--- src/rtl/sqrt_reconstruct_pkg.sv ---
`default_nettype none
// ============================================================================
// Module      : sqrt_pkg
// Description : Shared types and width helpers for the square-root unit and
//               its reconstruction (Q*Q + R) companion.
// Revision    : 1.0 - initial release
// ============================================================================
package sqrt_pkg;

    // Reconstruction FSM states
    typedef enum logic [1:0] {
        IDLE = 2'd0,
        MUL  = 2'd1,
        ADD  = 2'd2,
        DONE = 2'd3
    } state_t;

    // Remainder of an N-bit root needs one extra bit (R <= 2Q)
    function automatic int rem_width(input int root_width);
        return root_width + 1;
    endfunction

    // Radicand width plus one guard bit so an illegal R cannot overflow
    function automatic int data_width(input int root_width);
        return 2 * root_width + 1;
    endfunction

endpackage
`default_nettype wire

--- src/rtl/sqrt_reconstruct_if.sv ---
`default_nettype none
// ============================================================================
// Module      : sqrt_reconstruct_if
// Description : Valid/ready request and result channels of sqrt_reconstruct.
// Revision    : 1.0 - initial release
// ============================================================================
interface sqrt_reconstruct_if
    import sqrt_pkg::*;
#(
    parameter int ROOT_WIDTH = 4
);
    localparam int REM_WIDTH  = rem_width(ROOT_WIDTH);
    localparam int DATA_WIDTH = data_width(ROOT_WIDTH);

    logic                  in_valid;
    logic                  in_ready;
    logic [ROOT_WIDTH-1:0] q_in;
    logic [REM_WIDTH-1:0]  r_in;
    logic                  out_valid;
    logic                  out_ready;
    logic [DATA_WIDTH-1:0] d_out;
    logic                  rem_err;

    // Requester / result consumer side
    modport master (
        output in_valid, q_in, r_in, out_ready,
        input  in_ready, out_valid, d_out, rem_err
    );

    // Reconstruction block side
    modport slave (
        input  in_valid, q_in, r_in, out_ready,
        output in_ready, out_valid, d_out, rem_err
    );
endinterface
`default_nettype wire

--- src/rtl/sqrt_reconstruct.sv ---
`default_nettype none
// ============================================================================
// Module      : sqrt_reconstruct
// Description : Rebuilds D = Q*Q + R from a root/remainder pair with an
//               LSB-first shift-add squarer, and flags R > 2Q as invalid.
// Revision    : 1.0 - initial release
// ============================================================================
module sqrt_reconstruct
    import sqrt_pkg::*;
#(
    parameter int ROOT_WIDTH = 4
) (
    input  logic              clk,
    input  logic              rst_n,
    sqrt_reconstruct_if.slave bus
);
    localparam int REM_WIDTH  = rem_width(ROOT_WIDTH);
    localparam int DATA_WIDTH = data_width(ROOT_WIDTH);
    localparam int CNT_WIDTH  = (ROOT_WIDTH > 1) ? $clog2(ROOT_WIDTH) : 1;
    localparam logic [CNT_WIDTH-1:0] CNT_LAST = CNT_WIDTH'(ROOT_WIDTH - 1);

    state_t                state;
    state_t                state_nx;
    logic                  accept;
    logic [ROOT_WIDTH-1:0] q_reg;
    logic [REM_WIDTH-1:0]  r_reg;
    logic [DATA_WIDTH-1:0] mcand;
    logic [DATA_WIDTH-1:0] acc;
    logic [DATA_WIDTH-1:0] d_reg;
    logic [CNT_WIDTH-1:0]  cnt;
    logic                  rem_err_nx;
    logic                  rem_err_reg;
    logic                  out_valid_reg;

    // in_ready depends on the state register only, never on an input
    assign bus.in_ready  = (state == IDLE);
    assign accept        = bus.in_valid && (state == IDLE);
    assign bus.out_valid = out_valid_reg;
    assign bus.d_out     = d_reg;
    assign bus.rem_err   = rem_err_reg;

    // State register
    always_ff @(posedge clk or negedge rst_n) begin
        if (!rst_n) begin
            state <= IDLE;
        end else begin
            state <= state_nx;
        end
    end

    // Next-state logic: fixed N multiply steps regardless of operand values
    always_comb begin
        state_nx = state;
        case (state)
            IDLE:    if (accept) state_nx = MUL;
            MUL:     if (cnt == CNT_LAST) state_nx = ADD;
            ADD:     state_nx = DONE;
            DONE:    if (bus.out_ready) state_nx = IDLE;
            default: state_nx = IDLE;
        endcase
    end

    // Squarer datapath and result registers
    always_ff @(posedge clk or negedge rst_n) begin
        if (!rst_n) begin
            q_reg         <= '0;
            r_reg         <= '0;
            mcand         <= '0;
            acc           <= '0;
            cnt           <= '0;
            rem_err_nx    <= 1'b0;
            rem_err_reg   <= 1'b0;
            d_reg         <= '0;
            out_valid_reg <= 1'b0;
        end else begin
            case (state)
                IDLE: begin
                    if (accept) begin
                        q_reg      <= bus.q_in;
                        r_reg      <= bus.r_in;
                        mcand      <= DATA_WIDTH'(bus.q_in);
                        acc        <= '0;
                        cnt        <= '0;
                        rem_err_nx <= (bus.r_in > {bus.q_in, 1'b0});
                    end
                end
                MUL: begin
                    if (q_reg[0]) begin
                        acc <= acc + mcand;
                    end
                    mcand <= mcand << 1;
                    q_reg <= q_reg >> 1;
                    cnt   <= cnt + 1'b1;
                end
                ADD: begin
                    // Guard bit absorbs the carry of an illegal R
                    d_reg         <= acc + DATA_WIDTH'(r_reg);
                    rem_err_reg   <= rem_err_nx;
                    out_valid_reg <= 1'b1;
                end
                DONE: begin
                    if (bus.out_ready) begin
                        out_valid_reg <= 1'b0;
                    end
                end
                default: begin
                    out_valid_reg <= 1'b0;
                end
            endcase
        end
    end

endmodule
`default_nettype wire

--- src/flat_wrapper.sv ---
// flat-port wrapper written by rule: the top's interface ports become plain ports
module sqrt_reconstruct_flat import sqrt_pkg::*;
#(
    parameter int ROOT_WIDTH = 4
)
  (clk, rst_n, bus_in_valid, bus_q_in, bus_r_in, bus_out_ready, bus_in_ready, bus_out_valid, bus_d_out, bus_rem_err);
  sqrt_reconstruct_if #(.ROOT_WIDTH(ROOT_WIDTH)) bus_i ();
  input  logic clk;
  input  logic rst_n;
  input wire logic [$bits(bus_i.in_valid)-1:0] bus_in_valid;
  input wire logic [$bits(bus_i.q_in)-1:0] bus_q_in;
  input wire logic [$bits(bus_i.r_in)-1:0] bus_r_in;
  input wire logic [$bits(bus_i.out_ready)-1:0] bus_out_ready;
  output wire logic [$bits(bus_i.in_ready)-1:0] bus_in_ready;
  output wire logic [$bits(bus_i.out_valid)-1:0] bus_out_valid;
  output wire logic [$bits(bus_i.d_out)-1:0] bus_d_out;
  output wire logic [$bits(bus_i.rem_err)-1:0] bus_rem_err;
  assign bus_i.in_valid = bus_in_valid;
  assign bus_i.q_in = bus_q_in;
  assign bus_i.r_in = bus_r_in;
  assign bus_i.out_ready = bus_out_ready;
  assign bus_in_ready = bus_i.in_ready;
  assign bus_out_valid = bus_i.out_valid;
  assign bus_d_out = bus_i.d_out;
  assign bus_rem_err = bus_i.rem_err;
  sqrt_reconstruct #(.ROOT_WIDTH(ROOT_WIDTH)) u_core (.clk(clk), .rst_n(rst_n), .bus(bus_i));
endmodule
--- config.mk ---
export PLATFORM = sky130hd
export DESIGN_NAME = sqrt_reconstruct_flat
export DESIGN_NICKNAME = d
export VERILOG_FILES = /design/src/rtl/sqrt_reconstruct_pkg.sv /design/src/rtl/sqrt_reconstruct_if.sv /design/src/rtl/sqrt_reconstruct.sv /design/src/flat_wrapper.sv
export SDC_FILE = /design/constraint.sdc
export NUM_CORES = 1
export LEC_CHECK = 0
export BUFFER_PORTS_ARGS = -buffer_cell sky130_fd_sc_hd__buf_2
export CAP_MARGIN = 20
export CORE_MARGIN = 2
export CORE_UTILIZATION = 35
export DETAILED_ROUTE_END_ITERATION = 7
export PLACE_DENSITY = 0.54
export SETUP_SLACK_MARGIN = 0.15
export SLEW_MARGIN = 20
export SYNTH_ARGS = -nofsm -noshare
export SYNTH_HDL_FRONTEND = slang
export SYNTH_SLANG_ARGS = --single-unit
--- constraint.sdc ---
create_clock -name clk -period 2.3 [get_ports clk]
set_input_delay 0.115 -clock clk [delete_from_list [all_inputs] [get_ports clk]]
set_output_delay 0.115 -clock clk [all_outputs]
set_load 0.02 [all_outputs]
# ---- Word level (Yosys, flattened, before mapping)
# Cells that the tools add are included.
dict set report word_totals {
  ff_bits 43
  out_inout_bits 12
  elab_cells 46
}
dict set report op_classes {
  addsub 3
  order_cmp 1
  eq_ne 8
  n_mux 15
  n_reduce_logical 9
}
# cell n
set op_table {}
lappend op_table {{$pmux 9 s2} 2}
lappend op_table {{$mux 9} 3}
lappend op_table {{$add 9x5->9} 1}
lappend op_table {{$add 9x9->9} 1}
lappend op_table {{$mux 2} 4}
lappend op_table {{$pmux 2 s4} 1}
lappend op_table {{$pmux 4 s2} 1}
lappend op_table {{$eq 2x2->1 const B} 3}
lappend op_table {{$ne 2x1->1 const B} 3}
lappend op_table {{$reduce_and 2->1} 3}
lappend op_table {{$reduce_and 3->1} 2}
lappend op_table {{$gt 5x5->1} 1}
lappend op_table {{$mux 4} 1}
lappend op_table {{$pmux 2 s2} 1}
lappend op_table {{$reduce_bool 2->1} 2}
lappend op_table {{$add 2x1->2 const B} 1}
lappend op_table {{$eq 2x1->1 const B} 1}
lappend op_table {{$logic_not 2->1} 1}
lappend op_table {{$ne 2x2->1 const B} 1}
lappend op_table {{$pmux 1 s2} 1}
lappend op_table {{$logic_and 1x1->1} 1}
lappend op_table {{$mux 1} 1}

# ---- Logic depth before layout (Yosys ltp)
# Gate-level depths: netlist of the first run.
dict set report logic_depth {
  word_depth 4
  ltp_mapped 9
}

# ---- Worst setup path before layout of the first run
# Ideal clock, no wire load.
dict set report synth_path {
  path_type {reg2reg}
  from {reg u_core.acc[0]}
  to {reg u_core.d_reg[8], in the netlist u_core.bus.d_out[8]}
  setup_time_ps 82
  arrival_time_ps 1805
  required_time_ps 2218
  setup_slack_ps 413
  stages_incl_launch_ff 8
  path_buffers 0
  synth_period_minus_slack_ps 1887
  cell_sequence {dfrtp_1 > ha_1 > fa_1 > a21o_1 > a21o_2 > a21oi_1 > o21ai_0 > a31oi_1}
}
dict set report synth_via {
  elab_chain_cells 1
}
# item line_no
set synth_rtl {}
lappend synth_rtl {{start, declared} sqrt_reconstruct.sv:28} ;# logic [DATA_WIDTH-1:0] acc;
lappend synth_rtl {{start signal, assigned} sqrt_reconstruct.sv:89} ;# acc <= acc + mcand;
lappend synth_rtl {{$add 9x5->9} sqrt_reconstruct.sv:97} ;# d_reg <= acc + DATA_WIDTH'(r_reg);
lappend synth_rtl {{end signal, assigned} sqrt_reconstruct.sv:97}
lappend synth_rtl {{end, declared} sqrt_reconstruct.sv:29} ;# logic [DATA_WIDTH-1:0] d_reg;
# No other way between the ends.
# A chain may end at the register's enable or synchronous reset.

# ---- Final worst setup path of the first run
# Ends and elaborated chain as after synthesis.

==> impl_results.md, run 1 <==
- Vias in the first global route: between 1,500 and 2,000
- Initial antenna violation count: 0
- Initial Util: a little over a third
- Worst r2r src: u_core.acc[0]$_DFFE_PN0P_
- # IOs: 25
- Setup Crit Path Kind: reg2reg
- CP max FO: 4
- Async set-reset flop share out of synthesis: between 90% and 100%
- Arrival @ worst endpoint: between 2000 and 2500 ps
- Port Buffer Count: 24
- Final setup viols: 0
- Critical Path Source: u_core.acc[0]$_DFFE_PN0P_
- Worst hold margin: 69.88 ps
- Layout cells sized above 1: 19.86%
- Period utilization: ~87%
- R2R cell count: 7
- Max_cap viols: 0
- Net Sw Power: 0.001884 W
- Maximum clock insertion buffer count: 2
- CP endpoint kind: flip-flop
- Final Max Slew Viols: 0
- DP Worst Slack: roughly 240 ps
- DR WL/cell: 14.12 um
- Final nets: roughly 330
- Syn. warnings: 0
- Mapped Nets: 301
- Vias/cell: a little over 5
- Worst setup SP type: flip-flop
- Post-Syn Area: around 2600 um2
- CP max-delay cell: dfrtp_1
- Worst IR drop on VDD: ~0.38 mV
- Pleak: between 1 and 1.5 nW
- Number of synthesized flops with an enable pin: 0
- RSZ-0062 raised after global routing: no
- Core area: 7253 um2
- Cells after synthesis: about 260
- Hold path startpoint: bus_r_in[4]
- HP Class: in2reg
- Total Routing Usage GR: ~14%
- Slowest cell delay on critical path: ~420 ps
- Area of the multi-input gates: around 1400 um2
- Die Ht: between 90 and 100 um
- Worst-path cell chain: ha_1 > fa_1 > a21o_1 > a21o_2 > a21oi_2 > o21ai_0 > a31oi_1
- Die footprint: 8194 um2
- Max-slew headroom: a little over two thirds
- Worst-Skew Late Latency: between 300 and 400 ps
- Worst EP required: ~2500 ps
- Post-route insts no fill: ~390
- Area growth syn-to-layout: 13.85%
- Internal power: ~0.0025 W
- Root Driver: clkbuf_8
- Antenna Nets Post-Route: 0
- Pin count of the biggest net entering global routing: 29
- CTS H-Tree Depth: 2
- Worst slew pin tran: ~450 ps
- Seq/Total Area, Yosys: between 40% and 50%
- Pwr dens: 1472 nW/um2
- 1st-iter DRT viols: 38
- CTS sink count: between 40 and 50
- Dpl cells: ~380
- Clock power share: between 10% and 20%
- Status: finished clean
- Part of the power in registers: 33.3%
- Maximum clock frequency: 0.4988 GHz
- Drt drc: 0
- Clk_skew: 8.435 ps
- Period minus WS final: roughly 2000 ps
- Post-synthesis cell type count: 44
- Router iterations before antenna repair: 4
- Clk slew on worst S/H paths: 90 ps
- HPWL after DPL: between 4 and 5 mm
- CTS tree: done
- Synth Flop Type: dfrtp_1
- Post-Route WL: approximately 5.5 mm
- Total CTS buffers: 5
- Die Width: roughly 90 um
- Total gr overflow: 0
- TNS Setup: 0 ps
- Routed vias: 1,979
- Register bit total from synthesis: 43
- Antenna diode count: 0
- FILL cells: about 750
- Switching Share: a little over two fifths
- Hold depth: 2
- Final Hold Fails: 0
- Post-CTS setup buffers: 0
- Final worst setup slack: 295.1 ps
- Routability cong.: approximately 0.85
- Site Rows: 31
- First-pass GRT wire length: around 9.3 mm
- FF/Latch Area: around 1100 um2
- Combinational power share: around 53%
- Synthesized area per cell: between 9 and 10 um2
==> path summary, 6_finish.rpt <==
check	to	slack, ps
worst max-delay path	u_core.bus.d_out[8]$_DFFE_PN0P_	300
worst min-delay path	u_core.r_reg[4]$_DFFE_PN0P_	70
worst max register to register	u_core.bus.d_out[8]$_DFFE_PN0P_	300
worst min register to register	u_core.rem_err_nx$_DFFE_PN0P_	490
max in group asynchronous	u_core.r_reg[1]$_DFFE_PN0P_	1310
min in group asynchronous	u_core.mcand[8]$_DFFE_PN0P_	260
==> power groups by stage <==
stage / clock network, W / registers, W / logic (W)
after detailed placement: 0 / 0.00148 / 0.00231
after CTS: 0.000630 / 0.00147 / 0.00232
after global routing: 0.000665 / 0.00153 / 0.00260
final: 0.000617 / 0.00146 / 0.00231
after global placement: 0 / 0.00147 / 0.00228
after floorplan: 0 / 0.00150 / 0.00172
==> cell type report <==
| class | instances | share of cell area (%) |
|---|---|---|
| clock buffer | 5 | 2.307 |
| clock inverter | 3 | 1.468 |
| inverter | 16 | 2.013 |
| multi-input combinational | 193 | 47.86 |
| sequential | 43 | 36.07 |
| tap | 99 | 4.153 |
| timing repair buffer | 32 | 6.124 |
==> cells by family (layout without fill, tap and decap cells) <==
family / Yosys count / count (layout) / share of synthesized area [%]
compound gates: 87 / 87 / 21.30
xor+xnor: 10 / 10 / 3.343
fa+ha+maj: 24 / 24 / 12.03
buf+inv: 28 / 56 / 4.585
flops: 43 / 43 / 41.07
mux: 19 / 19 / 7.927
simple gates: 53 / 53 / 9.743
==> Yosys cell counts, types with 4 or more instances <==
master,instances,area (um2)
nand2_1,22,82.58
a22o_1,5,43.79
buf_2,6,30.03
mux2_2,14,157.7
inv_1,16,60.06
a22oi_1,5,37.54
o21ai_0,20,100.1
ha_1,22,275.3
o211ai_1,4,30.03
a21o_1,4,30.03
nor2b_1,4,25.02
nor2_1,10,37.54
a21oi_1,15,75.07
o22ai_1,15,93.84
mux2i_1,5,50.05
a31oi_1,4,25.02
dfrtp_1,43,1076
xnor2_1,8,70.07
==> metal layers <==
layer	global-route usage [%]	vias to the layer above	routed length (um)
li1	-	1018	-
met1	19.00	933	2789
met2	22.70	23	2525
met3	3.005	5	130
met4	4.231	0	75
met5	0	-	0
==> cell usage in the layout, fill, tap and decap left out, drive strengths merged, types with 4 or more instances in the layout <==
master / synthesis / routed
mux2: 14 / 14
dfrtp: 43 / 43
a22o: 5 / 5
nor2b: 4 / 4
xnor2: 8 / 8
a31oi: 4 / 4
a21oi: 16 / 16
o21ai: 22 / 22
buf: 9 / 31
ha: 22 / 22
clkbuf: 3 / 5
inv: 16 / 16
a22oi: 5 / 5
mux2i: 5 / 5
o211ai: 4 / 4
a21o: 5 / 5
nor2: 10 / 10
o22ai: 15 / 15
nand2: 22 / 22
==> worst max-delay path, delay by kind of cell, from the launching register on <==
| family | cells | cell delay [ps] |
|---|---|---|
| compound gates | 5 | 860 |
| flops | 1 | 420 |
| fa+ha+maj | 2 | 650 |
==> through the flow <==
step,area (um2),power (W),utilization [%]
floorplan,2620,0.003225,-
global placement,2856,0.003745,39.38
detailed placement,2856,0.003793,39.38
CTS,2979,0.004417,41.07
global route,2983,0.004803,41.12
finish,2983,0.004391,41.12
==> what timing repair did <==
action                                 CTS  global route
hold buffers                             1             0
endpoints found under the hold margin   15             0
setup endpoints to repair                0             2
gates resized for setup                  0             1
Note: power is estimated with default switching activity, not from simulation.
==> run 2, diff against run 1 <==
==> constraint.sdc (replaced) <==
create_clock -name clk -period 2.3 [get_ports clk]
set_input_delay 0 -clock clk [delete_from_list [all_inputs] [get_ports clk]]
set_output_delay 0 -clock clk [all_outputs]
set_load 0.02 [all_outputs]
==> impl_results.md, run 2 (same netlist as run 1, synthesis figures left out) <==
- Status: finished clean (unchanged)
- # IOs: 25 (unchanged)
- Router iterations before antenna repair: 4 (unchanged)
- Site Rows: 31 (unchanged)
- Total gr overflow: 0 (unchanged)
- Vias in the first global route: 1,971 (was 1,895)
- Max-slew headroom: 69.25% (was 69.81%)
- Die Ht: 90.52 um (unchanged)
- Pin count of the biggest net entering global routing: 25 (was 29)
- Drt drc: 0 (unchanged)
- Area growth syn-to-layout: 15.42% (was 13.85%)
- FILL cells: 743 (was 747)
- CTS H-Tree Depth: 2 (unchanged)
- DR WL met2: 2.528 mm (was 2.525 mm)
- Antenna diode count: 0 (unchanged)
- Routed wl met3: 139 um (was 130 um)
- Worst setup SP type: flip-flop (unchanged)
- PnR Total Power: 0.004312 W (was 0.004391 W)
- HP Class: in2reg (unchanged)
- Max_cap viols: 0 (unchanged)
- Antenna Nets Post-Route: 0 (unchanged)
- 1st-iter DRT viols: 88 (was 38)
- Port Buffer Count: 24 (unchanged)
- CTS tree: done (unchanged)
- Pwr dens: 1426 nW/um2 (was 1472 nW/um2)
- Final setup viols: 0 (unchanged)
- CP endpoint kind: flip-flop (unchanged)
- Total CTS buffers: 5 (unchanged)
- Final Max Slew Viols: 0 (unchanged)
- Maximum clock insertion buffer count: 2 (unchanged)
- CTS sink count: 43 (unchanged)
- Core area: 7253 um2 (unchanged)
- Pleak: 1.366 nW (was 1.353 nW)
- Routed vias: 2,024 (was 1,979)
- First-pass GRT wire length: 9.453 mm (was 9.308 mm)
- Worst-Skew Late Latency: 290 ps (was 310 ps)
- Total Routing Usage GR: 14.08% (about the same)
- Commonest cells after routing, fill and taps aside: 43 x dfrtp_1, 24 x buf_2, 22 x nand2_1, 22 x ha_1, 20 x o21ai_0 (unchanged)
- Vias/cell: 5.111 (was 5.061)
- Routability cong.: 0.8273 (was 0.8460)
- Maximum clock frequency: 0.4988 GHz (about the same)
- Final nets: 333 (was 328)
- Setup Crit Path Kind: reg2reg (unchanged)
- Layout cells sized above 1: 19.53% (was 19.86%)
- CP max FO: 4 (unchanged)
- DR top layer: met4 (unchanged)
- RSZ-0062 raised after global routing: no (unchanged)
- Die Width: 90.52 um (unchanged)
- Clk slew on worst S/H paths: 90 ps (about the same)
- Met1 Wirelength: 2.669 mm (was 2.789 mm)
- Die footprint: 8194 um2 (unchanged)
- Post-Route WL: 5.403 mm (was 5.520 mm)
- TNS Setup: 0 ps (unchanged)
- Final Hold Fails: 0 (unchanged)
- Worst IR drop on VDD: 0.3896 mV (was 0.3768 mV)
- Clk_skew: 6.087 ps (was 8.435 ps)
- Worst slew pin tran: 461.2 ps (was 451.9 ps)
- Initial antenna violation count: 0 (unchanged)
- Initial Util: 36.12% (unchanged)
- HPWL after DPL: 4.096 mm (was 4.106 mm)
- Arrival @ worst endpoint: 2220 ps (was 2230 ps)
- Period utilization: 87.16% (was 87.17%)
- Root Driver: clkbuf_8 (unchanged)
- Most common cell after layout, fill and taps aside: dfrtp_1 (unchanged)
- Period minus WS final: 2005 ps (about the same)
- Worst EP required: 2510 ps (was 2530 ps)
- DR WL/cell: 13.64 um (was 14.12 um)
- Post-CTS setup buffers: 0 (unchanged)
-- run 2: power breakdown --
group / internal, W / leakage, nW / switching [W] / total, W
Clock: 0.000274 / 0.0505 / 0.000271 / 0.000544
Sequential: 0.00112 / 0.534 / 0.000339 / 0.00146
Combinational: 0.00107 / 0.782 / 0.00124 / 0.00231
Total: 0.00246 / 1.37 / 0.00185 / 0.00431
-- run 2: per-layer routing --
metal	vias up	global-route usage, %
met5	-	0
met4	0	5.000
met3	5	2.170
met2	31	22.76
met1	962	19.15
li1	1026	-
-- run 2: stage by stage --
step           hold slack, ps  cells  instance area [um2]  utilization, %  setup WS [ps]
3_5_place_dp           -20.90    382                 2856           39.38          212.4
3_3_place_gp           -19.64    382                 2856           39.38          289.9
4_1_cts                 3.078    396                 3020           41.64          211.5
6_report                2.615    396                 3024           41.69          295.3
5_1_grt                 14.07    396                 3024           41.69          184.4
2_1_floorplan          -295.6    264                 2620               -          413.2
-- run 2: cell type report --
| type | instances | area, um2 | share of cell area [%] |
|---|---|---|---|
| Clock buffer | 7 | 96.34 | 3.186 |
| Clock inverter | 1 | 7.507 | 0.2482 |
| Inverter | 16 | 60.06 | 1.986 |
| Multi-Input combinational cell | 193 | 1428 | 47.21 |
| Sequential cell | 43 | 1076 | 35.58 |
| Tap cell | 99 | 123.9 | 4.096 |
| Timing Repair Buffer | 37 | 232.7 | 7.695 |
-- run 2: path summary, 6_finish.rpt --
path,startpoint,to,slack (ps),depth (start not counted)
worst max-delay path,u_core.acc[0]$_DFFE_PN0P_,u_core.bus.d_out[6]$_DFFE_PN0P_,300,7
worst min-delay path,bus_out_ready,u_core.bus.out_valid$_DFFE_PN0P_,3,3
worst max register to register,u_core.acc[0]$_DFFE_PN0P_,u_core.bus.d_out[6]$_DFFE_PN0P_,300,7
worst min register to register,u_core.rem_err_nx$_DFFE_PN0P_,u_core.rem_err_nx$_DFFE_PN0P_,480,2
max in group asynchronous,rst_n,u_core.mcand[1]$_DFFE_PN0P_,1440,3
min in group asynchronous,rst_n,u_core.mcand[7]$_DFFE_PN0P_,180,2
-- run 2: what timing repair did --
item,in CTS,in global routing
resized for setup,0,1
hold buffers,6,0
hold endpoints to repair,24,0
endpoints found under the setup margin,0,2
-- run 2: worst max-delay path, cell delays in order, from the launching register on --
cell,delay (ps)
dfrtp_1,420
ha_1,240
fa_1,410
a21o_1,180
a21o_2,230
a21oi_2,180
o21ai_0,90
a31oi_1,170
==> run 3, diff against run 2 <==
--- a/config.mk
+++ b/config.mk
@@ -10,6 +10,7 @@
 export CORE_MARGIN = 2
 export CORE_UTILIZATION = 35
 export DETAILED_ROUTE_END_ITERATION = 7
+export MAX_ROUTING_LAYER = met4
 export PLACE_DENSITY = 0.54
 export SETUP_SLACK_MARGIN = 0.15
 export SLEW_MARGIN = 20
==> impl_results.md, run 3 (same netlist as run 1, synthesis figures left out) <==
- First-pass GRT wire length: 9.453 mm (unchanged)
- Internal power: 0.002462 W (about the same)
- Pleak: 1.366 nW (unchanged)
- Period minus WS final: 2003 ps (was 2005 ps)
- Pin count of the biggest net entering global routing: 25 (unchanged)
- Site Rows: 31 (unchanged)
- Clk slew on worst S/H paths: 90 ps (about the same)
- Antenna Nets Post-Route: 0 (unchanged)
- DR WL/cell: 13.66 um (was 13.64 um)
- Total Routing Usage GR: 14.48% (was 14.08%)
- Combinational power share: 53.5% (about the same)
- Final Max Slew Viols: 0 (unchanged)
- Port Buffer Count: 24 (unchanged)
- Layout cells sized above 1: 19.53% (unchanged)
- Status: finished clean (unchanged)
- Max-slew headroom: 68.96% (was 69.25%)
- Worst EP required: 2510 ps (about the same)
- Root Driver: clkbuf_8 (unchanged)
- Core area: 7253 um2 (unchanged)
- Final setup viols: 0 (unchanged)
- Worst-Skew Late Latency: 290 ps (about the same)
- Period utilization: 87.10% (was 87.16%)
- Commonest cells after routing, fill and taps aside: 43 x dfrtp_1, 24 x buf_2, 22 x nand2_1, 22 x ha_1, 20 x o21ai_0 (unchanged)
- Vias in the first global route: 1,976 (was 1,971)
- CTS H-Tree Depth: 2 (unchanged)
- DP Worst Slack: 212.4 ps (unchanged)
- Design area: 3024 um2 (unchanged)
- Final nets: 333 (unchanged)
- Worst slew pin tran: 465.6 ps (was 461.2 ps)
- Routability cong.: 0.8398 (was 0.8273)
- Clock power share: 12.6% (about the same)
- Worst setup SP type: flip-flop (unchanged)
- Net Sw Power: 0.001850 W (about the same)
- Clk_skew: 5.478 ps (was 6.087 ps)
- Total gr overflow: 0 (unchanged)
- Maximum clock insertion buffer count: 2 (unchanged)
- Switching Share: 42.91% (was 42.90%)
- PnR Total Power: 0.004312 W (about the same)
- TNS Setup: 0 ps (unchanged)
- Router iterations before antenna repair: 4 (unchanged)
- Part of the power in registers: 33.9% (was 33.8%)
- CP endpoint kind: flip-flop (unchanged)
- Final worst setup slack: 296.6 ps (was 295.3 ps)
- Vias/cell: 5.096 (was 5.111)
- DP Area: 2856 um2 (unchanged)
- Initial Util: 36.12% (unchanged)
- Initial antenna violation count: 0 (unchanged)
- Antenna diode count: 0 (unchanged)
- Worst IR drop on VDD: 0.3900 mV (was 0.3896 mV)
- Post-Route WL: 5.409 mm (was 5.403 mm)
- Setup Crit Path Kind: reg2reg (unchanged)
- Die footprint: 8194 um2 (unchanged)
- 1st-iter DRT viols: 80 (was 88)
- Routed vias: 2,018 (was 2,024)
- Final Hold Fails: 0 (unchanged)
- Pwr dens: 1426 nW/um2 (about the same)
- Drt drc: 0 (unchanged)
- Max_cap viols: 0 (unchanged)
- CP max FO: 4 (unchanged)
- Arrival @ worst endpoint: 2220 ps (about the same)
- Most common cell after layout, fill and taps aside: dfrtp_1 (unchanged)
- HPWL after DPL: 4.096 mm (unchanged)
- HP Class: in2reg (unchanged)
- Die Width: 90.52 um (unchanged)
- CTS sink count: 43 (unchanged)
- Total CTS buffers: 5 (unchanged)
- CTS tree: done (unchanged)
- # IOs: 25 (unchanged)
- RSZ-0062 raised after global routing: no (unchanged)
- FILL cells: 743 (unchanged)
- Area growth syn-to-layout: 15.42% (unchanged)
- Maximum clock frequency: 0.4992 GHz (was 0.4988 GHz)
- Die Ht: 90.52 um (unchanged)
-- run 3: cell counts in the layout (fill, tap and decap cells not counted) --
No cell type changed its count.
-- run 3: worst paths after layout --
check | startpoint | endpoint | slack [ps] | cells past startpoint
setup / recovery | u_core.acc[0]$_DFFE_PN0P_ | u_core.bus.d_out[6]$_DFFE_PN0P_ | 300 | 7
hold / removal | bus_out_ready | u_core.bus.out_valid$_DFFE_PN0P_ | 6 | 3
setup reg to reg | u_core.acc[0]$_DFFE_PN0P_ | u_core.bus.d_out[6]$_DFFE_PN0P_ | 300 | 7
hold reg to reg | u_core.rem_err_nx$_DFFE_PN0P_ | u_core.rem_err_nx$_DFFE_PN0P_ | 480 | 2
max in group asynchronous | rst_n | u_core.mcand[1]$_DFFE_PN0P_ | 1440 | 3
min in group asynchronous | rst_n | u_core.mcand[7]$_DFFE_PN0P_ | 170 | 2
-- run 3: routing by layer --
layer  GRT usage (%)  share of wire, %
met1           19.10                49
met2           22.82                47
met3           2.170               2.5
met4           5.000               1.2
met5               -                 0
-- run 3: worst max-delay path, cell delays in order, from the launching register on --
cell	delay [ps]
dfrtp_1	420
ha_1	240
fa_1	410
a21o_1	180
a21o_2	230
a21oi_2	180
o21ai_0	90
a31oi_1	170
-- run 3: stage by stage --
step,hold slack (ps),utilization [%],cells
after floorplan,-295.6,-,264
after global placement,-19.64,39.38,382
after detailed placement,-20.90,39.38,382
after CTS,3.078,41.64,396
after global routing,14.86,41.69,396
final,6.069,41.69,396
-- run 3: final cells by class --
cell class	count	area [um2]	area share, %
Timing Repair Buffer	37	232.7	7.695
Tap cell	99	123.9	4.096
Clock buffer	7	96.34	3.186
Sequential cell	43	1076	35.58
Clock inverter	1	7.507	0.2482
Inverter	16	60.06	1.986
Multi-Input combinational cell	193	1428	47.21
-- run 3: timing repair --
action | CTS | global route
hold buffers | 6 | 0
setup endpoints to repair | 0 | 2
endpoints found under the hold margin | 24 | 0
setup buffers | 0 | 0
gates resized for setup | 0 | 1
-- run 3: power groups by stage --
stage,sequential [W],combinational (W),clock (W)
3_5_place_dp,0.00148,0.00231,0
2_1_floorplan,0.00150,0.00172,0
4_1_cts,0.00146,0.00232,0.000569
3_3_place_gp,0.00147,0.00228,0
6_report,0.00146,0.00231,0.000544
5_1_grt,0.00153,0.00261,0.000593
